==> src/rtl/if_fetch_unit.sv <==
// if_fetch_unit: instruction-fetch stage of the 5-stage MIPS pipeline.
// It owns the PC and fetches from instruction memory over a variable-latency
// req/ack handshake. It also loads the IF/ID pipeline register, which it
// freezes on hazard_detected and flushes or redirects on Br_Taken.
//
// Handshake: imem_req is the valid and imem_ack is the ready. Once raised,
// imem_req and imem_addr hold until the cycle in which imem_ack=1. That cycle
// completes the transfer, and imem_rdata is sampled at its rising edge.
// imem_ack is ignored while imem_req=0. Stalls and redirects never withdraw
// an outstanding request. A redirect that arrives mid-request marks the
// in-flight data for squashing instead.
module if_fetch_unit #(
    parameter int                  WORD_LEN = 32,
    parameter logic [WORD_LEN-1:0] RESET_PC = '0
) (
    input  logic                clk,
    input  logic                rst,
    input  logic                hazard_detected,
    input  logic                Br_Taken,
    input  logic [WORD_LEN-1:0] br_addr,
    output logic                imem_req,
    output logic [WORD_LEN-1:0] imem_addr,
    input  logic                imem_ack,
    input  logic [WORD_LEN-1:0] imem_rdata,
    output logic [WORD_LEN-1:0] PC_IF_ID,
    output logic [WORD_LEN-1:0] inst_IF_ID,
    output logic                valid_IF_ID,
    output logic                dbg_state
);

    // REQ: a fetch is on the bus. BUF: one fetched word is parked while ID stalls.
    localparam logic [0:0] ST_REQ = 1'b0;
    localparam logic [0:0] ST_BUF = 1'b1;

    localparam logic [WORD_LEN-1:0] PC_STEP = WORD_LEN'(4);

    logic [0:0]          state;
    logic [WORD_LEN-1:0] pc;
    logic [WORD_LEN-1:0] pc_plus4;
    logic [WORD_LEN-1:0] buf_inst;
    logic [WORD_LEN-1:0] buf_pc4;
    logic                squash;
    logic [WORD_LEN-1:0] redir;
    logic                br_eff;

    // A hazard takes priority over a branch; the branch is re-evaluated later.
    assign br_eff   = Br_Taken & ~hazard_detected;
    assign pc_plus4 = pc + PC_STEP;

    // Request is forced low during reset; no request is made while a word is buffered.
    assign imem_req  = (state == ST_REQ) & ~rst;
    assign imem_addr = pc;
    assign dbg_state = state[0];

    // PC, fetch FSM, skid buffer, squash tracking and the IF/ID register.
    always_ff @(posedge clk) begin
        if (rst) begin
            state       <= ST_REQ;
            pc          <= RESET_PC;
            buf_inst    <= '0;
            buf_pc4     <= '0;
            squash      <= 1'b0;
            redir       <= '0;
            PC_IF_ID    <= '0;
            inst_IF_ID  <= '0;
            valid_IF_ID <= 1'b0;
        end else begin
            case (state)
                ST_REQ: begin
                    if (imem_ack) begin
                        if (squash || br_eff) begin
                            // Data belongs to the wrong path: drop it and go to the target.
                            pc     <= br_eff ? br_addr : redir;
                            squash <= 1'b0;
                            if (br_eff || !hazard_detected) begin
                                valid_IF_ID <= 1'b0;
                            end
                        end else if (hazard_detected) begin
                            // ID is frozen, so park the word until the stall clears.
                            buf_inst <= imem_rdata;
                            buf_pc4  <= pc_plus4;
                            pc       <= pc_plus4;
                            state    <= ST_BUF;
                        end else begin
                            PC_IF_ID    <= pc_plus4;
                            inst_IF_ID  <= imem_rdata;
                            valid_IF_ID <= 1'b1;
                            pc          <= pc_plus4;
                        end
                    end else if (br_eff) begin
                        // Cannot withdraw the request; remember to discard its data.
                        squash      <= 1'b1;
                        redir       <= br_addr;
                        valid_IF_ID <= 1'b0;
                    end else if (!hazard_detected) begin
                        valid_IF_ID <= 1'b0;
                    end
                end
                ST_BUF: begin
                    if (br_eff) begin
                        pc          <= br_addr;
                        valid_IF_ID <= 1'b0;
                        state       <= ST_REQ;
                    end else if (!hazard_detected) begin
                        PC_IF_ID    <= buf_pc4;
                        inst_IF_ID  <= buf_inst;
                        valid_IF_ID <= 1'b1;
                        state       <= ST_REQ;
                    end
                end
                default: state <= ST_REQ;
            endcase
        end
    end

endmodule

==> config.mk <==
export PLATFORM = sky130hd
export DESIGN_NAME = if_fetch_unit
export DESIGN_NICKNAME = d
export VERILOG_FILES = /design/src/rtl/if_fetch_unit.sv
export SDC_FILE = /design/constraint.sdc
export NUM_CORES = 1
export LEC_CHECK = 0
export CORE_ASPECT_RATIO = 0.7
export CORE_MARGIN = 2
export CORE_UTILIZATION = 52
export CTS_CLUSTER_SIZE = 12
export DETAILED_ROUTE_END_ITERATION = 8
export PLACE_DENSITY = 0.84
export REMOVE_ABC_BUFFERS = 1
export SKIP_LAST_GASP = 1
export SYNTH_ARGS = -nofsm -noshare
export SYNTH_HDL_FRONTEND = slang
export SYNTH_SLANG_ARGS = --single-unit
==> constraint.sdc <==
create_clock -name clk -period 2.4 [get_ports clk]
set_clock_uncertainty 0.15 [all_clocks]
set_input_delay 0.24 -clock clk [delete_from_list [all_inputs] [get_ports clk]]
set_output_delay 0.24 -clock clk [all_outputs]
set_load 0.1 [all_outputs]
==> results of run 1 <==
==> kinds of logic (layout without fill, tap and decap cells) <==
family | count (synthesis) | count (layout) | share of synthesized area
and+or+nand+nor | 416 | 416 | 0.215
AOI/OAI and AO/OA | 300 | 300 | 0.219
DFF | 195 | 195 | 0.452
buffers and inverters | 101 | 281 | 0.0460
muxes | 41 | 41 | 0.0475
xor gates and xnor gates | 19 | 19 | 0.0193
adders and majority gates | 1 | 1 | 0.00145
==> per-stage QoR <==
stage / hold slack [ns] / setup slack (ns) / TNS, ns
2_1_floorplan: 0.159 / -3.81 / -547.49
3_3_place_gp: 0.288 / -0.0146 / -0.0567
3_5_place_dp: 0.297 / -0.233 / -2.00
4_1_cts: 0.173 / 0.148 / 0
5_1_grt: 0.193 / 0.00745 / 0
6_report: 0.170 / 0.115 / 0
==> area by class of cell <==
class | instances | area [sq um] | area share
timing repair buffer | 240 | 2090 | 0.185
clock inverter | 15 | 189 | 0.0167
multi-input combinational | 777 | 4380 | 0.387
clock buffer | 17 | 425 | 0.0376
sequential | 195 | 3910 | 0.345
inverter | 9 | 33.8 | 0.00299
tap | 225 | 282 | 0.0249
==> worst register-to-register path, stage by stage (launching register included) <==
cell	delay, ns
dfxtp_1	0.42
and3_1	0.33
nand4_1	0.22
buf_4	0.27
nor4_1	0.34
xnor2_1	0.25
o221ai_1	0.17
==> path summary, 6_finish.rpt <==
kind / from / end / slack (ns) / cells after the start
hold / removal: rst / buf_inst[24]$_SDFFE_PP0P_ / 0.17 / 3
hold reg to reg: redir[4]$_SDFFE_PP0P_ / redir[4]$_SDFFE_PP0P_ / 0.31 / 2
setup reg to reg: imem_addr[13]$_SDFFE_PP0P_ / PC_IF_ID[27]$_SDFFE_PP0P_ / 0.11 / 6
setup / recovery: imem_addr[13]$_SDFFE_PP0P_ / PC_IF_ID[27]$_SDFFE_PP0P_ / 0.11 / 6
==> state kept, by name, indices dropped and copies added, names as in the netlist <==
register	count
PC_IF_ID	32
buf_pc4	32
buf_inst	32
valid_IF_ID	1
inst_IF_ID	32
imem_addr	32
redir	32
squash	1
dbg_state	1
==> layout by cell type (no fill, tap or decap), types with 11 or more instances in the layout <==
cell             count
buf_4              163
a211oi_1            46
clkdlybuf4s50_1     67
nor2_1              88
a31oi_1             16
a21oi_1            109
o21ai_0             49
dfxtp_1            194
nor4_1              11
nand2_1            197
xnor2_1             11
nand3_1             27
mux2i_1             41
clkbuf_16           17
o221ai_1            11
nor3_1              33
==> metal layers <==
layer  share of wire  GRT usage
met5               0          0
met4           0.020     0.0931
met3            0.12     0.0786
met2            0.43      0.441
met1            0.44      0.439
==> power by group <==
part	switching [mW]	total, mW	internal, mW
logic	1.31	1.86	0.551
registers	0.124	3.53	3.41
clock network	1.41	3.00	1.59
==> timing repair <==
item,CTS,global route
setup endpoints to repair,0,13
setup buffers,0,1
endpoints found under the hold margin,0,0
gates resized for setup,0,4
==> reports/summary.txt, run 1 <==
===========================================================================================
Outcome ...................................................................... finished clean
Pre-Repair DR Iteration Count ................................................            6
Via count of the routed design ...............................................         8834
Flops & latches, synth .......................................................          195
Portion of synthesized cell area occupied by the leading cell type ...........        0.452
Aggregate global routing overflow ............................................            0
Fraction of the core area covered by cells at the end of the flow ............        0.694
Via density per instance .....................................................         5.98
Core footprint ...............................................................  16300 sq um
Kind of end point of the critical path .......................................    flip-flop
Worst hold path class ........................................................    in -> reg
Peak ir drop on the vdd network ..............................................       432 uV
Initial antenna violation count ..............................................            0
Post-DP HPWL .................................................................     18100 um
Max-slew violations ..........................................................            0
Ys Warns .....................................................................            0
Number of design-rule violations left by the first detailed-router iteration .         1115
Post-synth top area cell .....................................................      dfxtp_1
Number of endpoints failing setup at the final stage .........................            0
CTS hold repair buffers ......................................................            0
Quantity of I/O buffers inserted on ports ....................................          167
Fill count ...................................................................         1318
Pin slew with the least headroom to its limit ................................     0.989 ns
Fraction of final layout cells sized beyond drive strength 1 .................        0.179
Clock transition at the registers of the reported paths ......................      0.08 ns
Finished Cell Area ...........................................................  11300 sq um
Placed Instances .............................................................         1445
Worst Setup Path Type ........................................................   reg -> reg
Unrepaired setup endpoints after global routing ..............................          yes
Launching element type of the critical path ..................................    flip-flop
Register area share after synthesis ..........................................        0.452
Layout Cells excl Fill .......................................................         1478
Cell area after synthesis ....................................................   8640 sq um
Cell family with most CP delay ............................................... simple AND/OR/NAND/NOR gates
Signed area change from the synthesized netlist to the final layout ..........        30.9%
Post-detailed-route count of antenna-violating nets ..........................            0
Rel. slew slack ..............................................................        0.339
Highest fanout seen on the critical path .....................................           20
Last weighted congestion value of the routability-driven placer ..............         1.01
Number of CTS-inserted buffers ...............................................           17
Clock sink count .............................................................          195
Number of buffer and inverter stages on the critical path ....................            1
Final critical-path required period ..........................................      2.29 ns
Clk Latency, worst-skew pair .................................................      0.44 ns
Maximum clock frequency ......................................................      438 MHz
Master of the slowest instance on the critical path ..........................      dfxtp_1
Maximum number of pins on one net before global-route repair .................           81
Top-count cell post-synth ....................................................      nand2_1
Most instantiated flip-flop cell in the synthesis netlist ....................      dfxtp_1
Number of cells produced by synthesis ........................................         1073
Io pins ......................................................................          168
Count of inserted antenna diode cells ........................................            0
Number of enable-type register cells in the synthesized netlist ..............            0
Worst-path cell chain ........................................................ and3_1, nand4_1, buf_4, nor4_1, xnor2_1, o221ai_1
Power after layout ...........................................................      8.39 mW
Number of nets at the end of the flow ........................................         1310
Number of distinct library cells after synthesis .............................           59
Share of synthesized registers carrying an async set or reset ................            0
Number of hold violations in the final report ................................            0
Die Wd .......................................................................       158 um
Overall Global Routing Usage .................................................        0.303
Pwr/cell area ................................................................  742 nW/um^2
Longest Clk Path Bufs ........................................................            2
Leakage Power ................................................................      4.15 nW
Via count of the first global-routing pass ...................................         8121
Library cell used as clock root buffer .......................................    clkbuf_16
Required time of the critical path ...........................................      2.56 ns
Max cap viols ................................................................            0
Top cells by instance count after synthesis .................................. nand2_1 (197), dfxtp_1 (195), a21oi_1 (109), nor2_1 (89), clkbuf_1 (74)
Depth of the CTS H-tree ......................................................            4
Placed Instance Area .........................................................  10700 sq um
Clock tree from TritonCTS ....................................................        built
Synthesized area divided by synthesized cell count ...........................   8.06 sq um
Drc violations ...............................................................            0
Max incr delay on CP .........................................................      0.42 ns
Wirelength, routed ...........................................................     26800 um
Effective utilization at floorplan ...........................................        0.530
Post-detailed-route wirelength per cell ......................................      18.1 um
Largest cells by area after synthesis ........................................ dfxtp_1 (45%), nand2_1 (8.6%), a21oi_1 (6.3%)
Endpoint arrival time on the critical path ...................................      2.45 ns
Vertical extent of the die ...................................................       112 um
Die Area .....................................................................  17700 sq um
First-pass GRT wire length ...................................................     42500 um
Cell row count ...............................................................           39
Final critical-path share of the clock period ................................        0.952
===========================================================================================
Power figures use the tool's default switching activity.
==> run 2: changes to the inputs <==
Settings changed: CTS_CLUSTER_DIAMETER set to 60.
==> results of run 2 <==
No change in the layout: final DEF, timing and power equal those of run 1.
